`config.mk`:
```
export PLATFORM = sky130hd
export DESIGN_NAME = text_cursor_sequencer
export DESIGN_NICKNAME = d
export VERILOG_FILES = /design/src/rtl/text_cursor_sequencer.sv
export SDC_FILE = /design/constraint.sdc
export NUM_CORES = 1
export LEC_CHECK = 0
export ABC_CLOCK_PERIOD_IN_PS = 5300
export CORE_AREA = 2 2 111 113
export CTS_BUF_LIST = sky130_fd_sc_hd__clkbuf_8 sky130_fd_sc_hd__clkbuf_16
export DETAILED_ROUTE_END_ITERATION = 7
export DIE_AREA = 0 0 113 115
export GPL_ROUTABILITY_DRIVEN = 0
export RECOVER_POWER = 25
export SLEW_MARGIN = 40
export SYNTH_ARGS = -nofsm -noshare
export SYNTH_HDL_FRONTEND = slang
export SYNTH_SLANG_ARGS = --single-unit
```
`constraint.sdc`:
```
create_clock -name clk -period 5.3 [get_ports clk]
set_input_delay 1.06 -clock clk [delete_from_list [all_inputs] [get_ports clk]]
set_output_delay 1.06 -clock clk [all_outputs]
set_load 0.005 [all_outputs]
```
`src/rtl/text_cursor_sequencer.sv`:
```
// text_cursor_sequencer
// Takes ASCII characters over a valid/ready handshake, maps them to the 0-38
// glyph set and places each glyph at the current text cursor on a 640x480
// screen. The glyph code and its top-left pixel position are held for the
// downstream letter writer until it reports completion, or until a per-glyph
// watchdog expires. Newline, carriage return and backspace move the cursor.

module text_cursor_sequencer #(
   parameter int CELL_W  = 8,
   parameter int CELL_H  = 11,
   parameter int COLS    = 80,
   parameter int ROWS    = 43,
   parameter int TIMEOUT = 4096
) (
   input  logic       clk,
   input  logic       rst_n,
   input  logic [7:0] char_code,
   input  logic       char_valid,
   output logic       char_ready,
   output logic [5:0] let_code,
   output logic [9:0] x_pos,
   output logic [8:0] y_pos,
   output logic       let_start,
   input  logic       let_done,
   output logic       busy,
   output logic       timeout_err
);

   localparam int COL_W = $clog2(COLS);
   localparam int ROW_W = $clog2(ROWS);
   localparam int CNT_W = $clog2(TIMEOUT + 1);

   localparam logic [COL_W-1:0] COL_LAST = COL_W'(COLS - 1);
   localparam logic [ROW_W-1:0] ROW_LAST = ROW_W'(ROWS - 1);
   localparam logic [CNT_W-1:0] CNT_LAST = CNT_W'(TIMEOUT - 1);

   localparam logic [5:0] GLYPH_SPACE   = 6'd36;
   localparam logic [5:0] GLYPH_PERIOD  = 6'd37;
   localparam logic [5:0] GLYPH_UNKNOWN = 6'd38;

   typedef enum logic [2:0] {
      S_IDLE,
      S_DECODE,
      S_ISSUE,
      S_WAIT_LOW,
      S_WAIT_HIGH,
      S_ADVANCE
   } state_t;

   typedef enum logic [2:0] {
      C_PRINT,
      C_NEWLINE,
      C_RETURN,
      C_BACKSPACE,
      C_DROP
   } char_class_t;

   state_t           state;
   logic [7:0]       char_reg;
   logic [COL_W-1:0] col;
   logic [ROW_W-1:0] row;
   logic [CNT_W-1:0] tmo_cnt;
   logic             is_bs;

   char_class_t      char_class;
   logic [ROW_W-1:0] row_inc;
   logic [COL_W-1:0] bs_col;
   logic [ROW_W-1:0] bs_row;
   logic [COL_W-1:0] adv_col;
   logic [ROW_W-1:0] adv_row;

   // Sort a character into the handful of behaviours the sequencer knows.
   function automatic char_class_t classify(input logic [7:0] c);
      char_class_t k;
      k = C_DROP;
      if (c == 8'h0A)
         k = C_NEWLINE;
      else if (c == 8'h0D)
         k = C_RETURN;
      else if (c == 8'h08)
         k = C_BACKSPACE;
      else if (c >= 8'h20 && c <= 8'h7E)
         k = C_PRINT;
      return k;
   endfunction

   // Letters are case-folded onto 0-25, digits follow at 26-35.
   function automatic logic [5:0] glyph_of(input logic [7:0] c);
      logic [5:0] g;
      g = GLYPH_UNKNOWN;
      if (c >= 8'h41 && c <= 8'h5A)
         g = 6'(c - 8'h41);
      else if (c >= 8'h61 && c <= 8'h7A)
         g = 6'(c - 8'h61);
      else if (c >= 8'h30 && c <= 8'h39)
         g = 6'(c - 8'h30 + 8'd26);
      else if (c == 8'h20)
         g = GLYPH_SPACE;
      else if (c == 8'h2E)
         g = GLYPH_PERIOD;
      return g;
   endfunction

   // Pixel position of a cell's top-left corner (constant multiplies).
   function automatic logic [9:0] x_of(input logic [COL_W-1:0] c);
      return 10'(int'(c) * CELL_W);
   endfunction

   function automatic logic [8:0] y_of(input logic [ROW_W-1:0] r);
      return 9'(int'(r) * CELL_H);
   endfunction

   // Candidate cursor positions for newline, backspace and glyph advance.
   always_comb begin
      char_class = classify(char_reg);

      row_inc = (row == ROW_LAST) ? '0 : row + 1'b1;

      bs_col = col;
      bs_row = row;
      if (col != '0) begin
         bs_col = col - 1'b1;
      end else if (row != '0) begin
         bs_col = COL_LAST;
         bs_row = row - 1'b1;
      end

      adv_col = col + 1'b1;
      adv_row = row;
      if (col == COL_LAST) begin
         adv_col = '0;
         adv_row = row_inc;
      end
   end

   // Sequencer FSM: handshake, cursor tracking, glyph issue and writer watchdog.
   always_ff @(posedge clk or negedge rst_n) begin
      if (!rst_n) begin
         state       <= S_IDLE;
         char_reg    <= '0;
         col         <= '0;
         row         <= '0;
         tmo_cnt     <= '0;
         is_bs       <= 1'b0;
         char_ready  <= 1'b0;
         let_code    <= '0;
         x_pos       <= '0;
         y_pos       <= '0;
         let_start   <= 1'b0;
         busy        <= 1'b0;
         timeout_err <= 1'b0;
      end else begin
         let_start <= 1'b0;

         case (state)
            S_IDLE: begin
               if (char_valid && char_ready) begin
                  char_reg   <= char_code;
                  char_ready <= 1'b0;
                  busy       <= 1'b1;
                  state      <= S_DECODE;
               end else begin
                  char_ready <= 1'b1;
               end
            end

            S_DECODE: begin
               case (char_class)
                  C_NEWLINE: begin
                     col        <= '0;
                     row        <= row_inc;
                     char_ready <= 1'b1;
                     busy       <= 1'b0;
                     state      <= S_IDLE;
                  end
                  C_RETURN: begin
                     col        <= '0;
                     char_ready <= 1'b1;
                     busy       <= 1'b0;
                     state      <= S_IDLE;
                  end
                  C_BACKSPACE: begin
                     // Erase by painting a space over the previous cell; the
                     // cursor then stays on that cell.
                     col       <= bs_col;
                     row       <= bs_row;
                     let_code  <= GLYPH_SPACE;
                     x_pos     <= x_of(bs_col);
                     y_pos     <= y_of(bs_row);
                     let_start <= 1'b1;
                     is_bs     <= 1'b1;
                     state     <= S_ISSUE;
                  end
                  C_PRINT: begin
                     let_code  <= glyph_of(char_reg);
                     x_pos     <= x_of(col);
                     y_pos     <= y_of(row);
                     let_start <= 1'b1;
                     is_bs     <= 1'b0;
                     state     <= S_ISSUE;
                  end
                  default: begin
                     char_ready <= 1'b1;
                     busy       <= 1'b0;
                     state      <= S_IDLE;
                  end
               endcase
            end

            S_ISSUE: begin
               // let_start is high for exactly this cycle.
               tmo_cnt <= '0;
               state   <= S_WAIT_LOW;
            end

            S_WAIT_LOW: begin
               // A done level left over from the previous glyph must drop
               // before a rising done can mean this glyph finished.
               if (tmo_cnt == CNT_LAST) begin
                  timeout_err <= 1'b1;
                  state       <= S_ADVANCE;
               end else begin
                  tmo_cnt <= tmo_cnt + 1'b1;
                  if (!let_done)
                     state <= S_WAIT_HIGH;
               end
            end

            S_WAIT_HIGH: begin
               if (tmo_cnt == CNT_LAST) begin
                  timeout_err <= 1'b1;
                  state       <= S_ADVANCE;
               end else begin
                  tmo_cnt <= tmo_cnt + 1'b1;
                  if (let_done)
                     state <= S_ADVANCE;
               end
            end

            S_ADVANCE: begin
               if (!is_bs) begin
                  col <= adv_col;
                  row <= adv_row;
               end
               char_ready <= 1'b1;
               busy       <= 1'b0;
               state      <= S_IDLE;
            end

            default: begin
               char_ready <= 1'b0;
               busy       <= 1'b0;
               state      <= S_IDLE;
            end
         endcase
      end
   end

endmodule

```
Yosys cells after proc, flatten, opt, wreduce, memory -nomap -nowiden
Cells that the tools add are included.

Input bits: 12. Output and inout bits: 29. Bits in registers: 67. Word-level logic and storage cells: 126.

Equality and inequality tests: 25. Bitwise logic cells: 1. Mux-type cells: 43. Add/sub/neg operators: 9. $mul: 2. Magnitude comparators: 8. Reductions and logical operators: 25.

Operators by type and width (count): 6-bit 2-to-1 mux (8); 6-bit case mux with 2 select lines (3); 7-bit 2-to-1 mux (4); 7-bit case mux with 2 select lines (2); 3-bit 2-to-1 mux (9); 13-bit case mux with 2 select lines (1); 8-bit by 4-bit == test with 1-bit output, second input constant (3); 8-bit by 7-bit <= comparator with 1-bit output, second input constant (3); 10-bit case mux with 2 select lines (1); 6-bit by 4-bit multiplier with 9-bit output, second input constant (2); 9-bit case mux with 2 select lines (1); 8-bit by 6-bit == test with 1-bit output, second input constant (2); 8-bit by 6-bit >= comparator with 1-bit output, second input constant (2); 8-bit by 7-bit >= comparator with 1-bit output, second input constant (2); 3-bit case mux with 5 select lines (1); 13-bit by 1-bit adder with 13-bit output, second input constant (1); 13-bit by 12-bit == test with 1-bit output, second input constant (1); 13-bit 2-to-1 mux (1); 3-bit by 2-bit == test with 1-bit output, second input constant (4); 6-bit by 1-bit subtractor with 6-bit output, second input constant (2); 6-bit subtractor, second input constant (2); 2-bit != test, second input constant (5); 2-bit AND reduction (5); 3-bit AND reduction (3); 26 further kinds (45).

Longest topological paths before layout
Depth in word-level cells: 10. Mapped depth: 19. Gate-level depth less buffers: 18.

Least setup slack after synthesis
Ideal clock, no wire load.

Kind: register to register. Start: register row[0]. End: register y_pos[8]. Clock period less this slack: 3943 ps. Data arrival time: 3817 ps. Slack: 1357 ps. Cell stages (with the launch flop): 19. Library setup time: 126 ps. Path buffers: 1. Data required time: 5174 ps. Path through: dfrtp_1 > clkbuf_1 > inv_1 > ha_1 > nand2b_1 > nor4_1 > or2_1 > o21ai_1 > ha_1 > inv_1 > fa_1 > inv_1 > ha_1 > nor2b_1 > nor3_1 > o21bai_1 > a21oi_1 > xnor2_1 > a221o_1.

Longest elaborated chain between the ends: 5. Elaborated cells on any way between the ends: 7. Classes of those cells: 1 x add/sub; 2 x mul; 3 x mux; 1 x reduce/logical.

RTL lines: start, declared (RTL line 61) `logic [ROW_W-1:0] row;`; start signal, assigned (RTL line 171) `row <= row_inc;`; start signal, assigned (RTL line 186) `row <= bs_row;`; start signal, assigned (RTL line 243) `row <= adv_row;`; 6-bit by 1-bit subtractor with 6-bit output or 6-bit nonzero test (tied branches) (RTL line 125, 123); 6-bit 2-to-1 mux (RTL line 123) `end else if (row != '0) begin`; 6-bit 2-to-1 mux (RTL line 121) `if (col != '0) begin`; 6-bit by 4-bit multiplier with 9-bit output (RTL line 110) `return 9'(int'(r) * CELL_H);`; 9-bit case mux with 2 select lines (*) (RTL line 168) `case (char_class)`; end signal, assigned (RTL line 189) `y_pos <= y_of(bs_row);`; end signal, assigned (RTL line 197) `y_pos <= y_of(row);`; end, declared (RTL line 22) `output logic [8:0] y_pos,`.

Every way passes the cells marked *; elsewhere a longest branch is shown, timed or not. A chain may end at the register's enable or synchronous reset.

Worst setup path in the final report
Start: register col[0]. End: register y_pos[8].

Longest elaborated chain between the ends: 4.

RTL lines: start, declared (RTL line 60) `logic [COL_W-1:0] col;`; start signal, assigned (RTL line 185) `col <= bs_col;`; start signal, assigned (RTL line 242) `col <= adv_col;`; 7-bit nonzero test (RTL line 121); 6-bit 2-to-1 mux (RTL line 121); 6-bit by 4-bit multiplier with 9-bit output (RTL line 110); 9-bit case mux with 2 select lines (RTL line 168).

Every way passes these cells.

==> results.ini <==
[floorplanning]
die-area_um2=13000
fp-row-count=40
coreArea_um2=11800
io_pins=41
die_w_um=113
fp.dieH_um=115
start_util_pct=42.0

[cells_and_area]
fillCellCount=1114
regArea_um2=1600
largest_reg_flops=13
multi_input_area_um2=3090
layout.nets=675
diodes=0
area_delta_synth_final_pct=15.1
post-route-util_pct=48.3
drive_gt1_share_pct=6.66

[cts]
cts_setup_buffers=0
ctsResizeCount=0
cts_made_buffers=9
clk_latency_ns=0.33
htree_levels=3
cts_hold_buffers=0
clkSinkCount=64
cts_root_buf=clkbuf_16
clk_pin_slew_ns=0.05
clockBufferDepth=2
tritoncts=done

[critical_path]
cp_max_fo=9
crit_top_cell=inv_1
cp-start-kind=flop
worst_path_max_delay_cell=fa_1
path_class=reg -> reg
crit_required_ns=5.52
critPathCaptureType=flop
cp_num_buf_inv=4
crit_chain=inv_1, ha_1, nor2b_1, nand2_2, or3_1, mux2i_1, inv_1, ha_1, inv_1, fa_1, inv_1, ha_1, o21ai_0, o21bai_1, a21oi_1, xnor2_1, a221o_1
path_delay_family=adder cells
r2r_setup_slack_ns=0.96
cp_data_arrival_time_ns=4.55
crit_path_max_incr_delay_ns=0.53

[synthesis]
synth_most_common_cell=dfrtp_1
netlist.area_leader.share_pct=32.3
synth_top_family_by_area=compound AO/OA/AOI/OAI gates
yosysWarnings=0
netlist_area_um2=4960
yosys-top-cells-count=dfrtp_1 (64), nor2_1 (58), nand2_1 (48)
synth_edf_count=0
yosysTopAreaCell=dfrtp_1
synthFlopType=dfrtp_1
yosysUniqueCellTypes=68
ys_ff_latch=64
synthArstFlopShare_pct=100
yosys.area_share.simple_pct=19.9
synth.area.mux_share_pct=3.08
synth_cells=588
ys_seq_area_share_pct=32.3
synth_fa_ha_area_share_pct=13.8
synthTopCellsByArea=dfrtp_1 (32%), ha_1 (11%), nor2_1 (4.4%), o21ai_1 (3.9%), nand2_1 (3.6%)
synth_compound_area_share_pct=21.4
avgSynthCellArea_um2=8.43
synth_xor_area_share_pct=3.51

[min_path]
hp-class=reg -> reg

[routing]
drc=1
avgRoutedWirePerCell_um=15.7
drt-initial-drc-count=202
num_vias=4308
drtAntennaViolNets=0
drt_wl_total_mm=12.0
first_pass_iters=6
vias_per_cell=5.65

[timing]
rsz0062_at_grt=no
max_slew.worst_pin.slew_ns=2.41
setup_viol=0
drv_slew=44
totalNegativeSetupSlack_ns=0
fin_crit_ns=4.34
clock_skew_ns=0.0126
fmax_mhz=230
hold_violations=0
relSlewSlack_pct=-60.7
post-route-period-util_pct=81.9

[global_route]
track_usage_pct=19.8
grt_max_degree=44
antenna_found_initial=0
grt_pass1_wl_mm=20.7
overflow=0
first_global_vias=4150

[status]
violations=design-rule violations, max-capacitance violations, max-slew violations
status=finished with violations

[placed_design]
dp_hpwl_mm=8.81
port_buffers=37

[power]
leakage_nw=2.52
p_per_area_nw_per_um2=643
vdd_drop_max_mv=0.294

[run]
maxCapViolCount=1

## through the flow
step / area (µm²) / power (mW) / hold WS, ns / cells / worst slack [ns]
after floorplan: 4970 / 2.48 / 0.468 / 590 / 1.36
after detailed placement: 5430 / 3.12 / 0.465 / 748 / 1.01
final: 5710 / 3.67 / 0.474 / 763 / 0.961
after global routing: 5710 / 4.08 / 0.505 / 763 / 0.569
after global placement: 5410 / 3.10 / 0.466 / 748 / 1.11
after CTS: 5700 / 3.69 / 0.476 / 763 / 0.984
## routing by layer
layer	routed length, µm	global-route usage (%)	up-vias
met1	5600	26.3	2062
met4	146	5.28	0
li1	-	-	2142
met3	523	4.53	10
met2	5690	32.9	94
met5	0	0	-
## cell type report
class / instances / area share, %
Clock buffer: 11 / 4.43
Clock inverter: 4 / 0.373
Inverter: 45 / 2.96
Multi-Input combinational cell: 452 / 54.2
Sequential cell: 64 / 28.1
Tap cell: 147 / 3.22
Timing Repair Buffer: 40 / 6.78
## worst reg2reg max path, delay by kind of cell (launching register included)
kind / cells / cell delay (ns)
buffers and inverters: 4 / 0.33
multiplexers: 1 / 0.31
XOR/XNOR: 1 / 0.08
adder cells (fa/ha/maj): 4 / 1.35
AO/OA/AOI/OAI: 4 / 0.78
AND/OR/NAND/NOR: 3 / 0.92
flip-flops: 1 / 0.46
## cells by family after synthesis
group | after synthesis
compound gates | 168
xor+xnor | 19
fa+ha+maj | 51
buf+inv | 74
flops | 64
mux | 14
other cells | 1
simple gates | 197
## placed cells by master (no fill, tap or decap), types with 7 or more instances in the layout
cell type and count:
o21ai_1 39, mux2_2 10, xnor2_1 14, inv_1 45
nand4_1 9, o21ai_0 26, nand2_1 48, and3_1 8
a211oi_1 8, nor2_1 57, a21oi_1 31, clkbuf_16 9
o31ai_1 7, nor2b_1 8, ha_1 45, nand3_1 17
nand2b_1 8, clkdlybuf4s50_1 36, nor3_1 15, dfrtp_1 64
## worst paths after layout
kind	end	cells past startpoint	start
max	y_pos[8]	17	col[0]
min	let_code[3]	2	let_code[3]
max reg2reg	y_pos[8]	17	col[0]
min reg2reg	let_code[3]	2	let_code[3]
max in group asynchronous	tmo_cnt[10]	1	rst_n
min in group asynchronous	y_pos[2]	1	rst_n
## report_power, final
| part | internal (mW) | switching (mW) | total (mW) |
|---|---|---|---|
| registers | 0.641 | 0.227 | 0.868 |
| clock network | 0.336 | 0.212 | 0.548 |
| logic | 1.01 | 1.24 | 2.25 |
(Power assumes the default switching activity.)
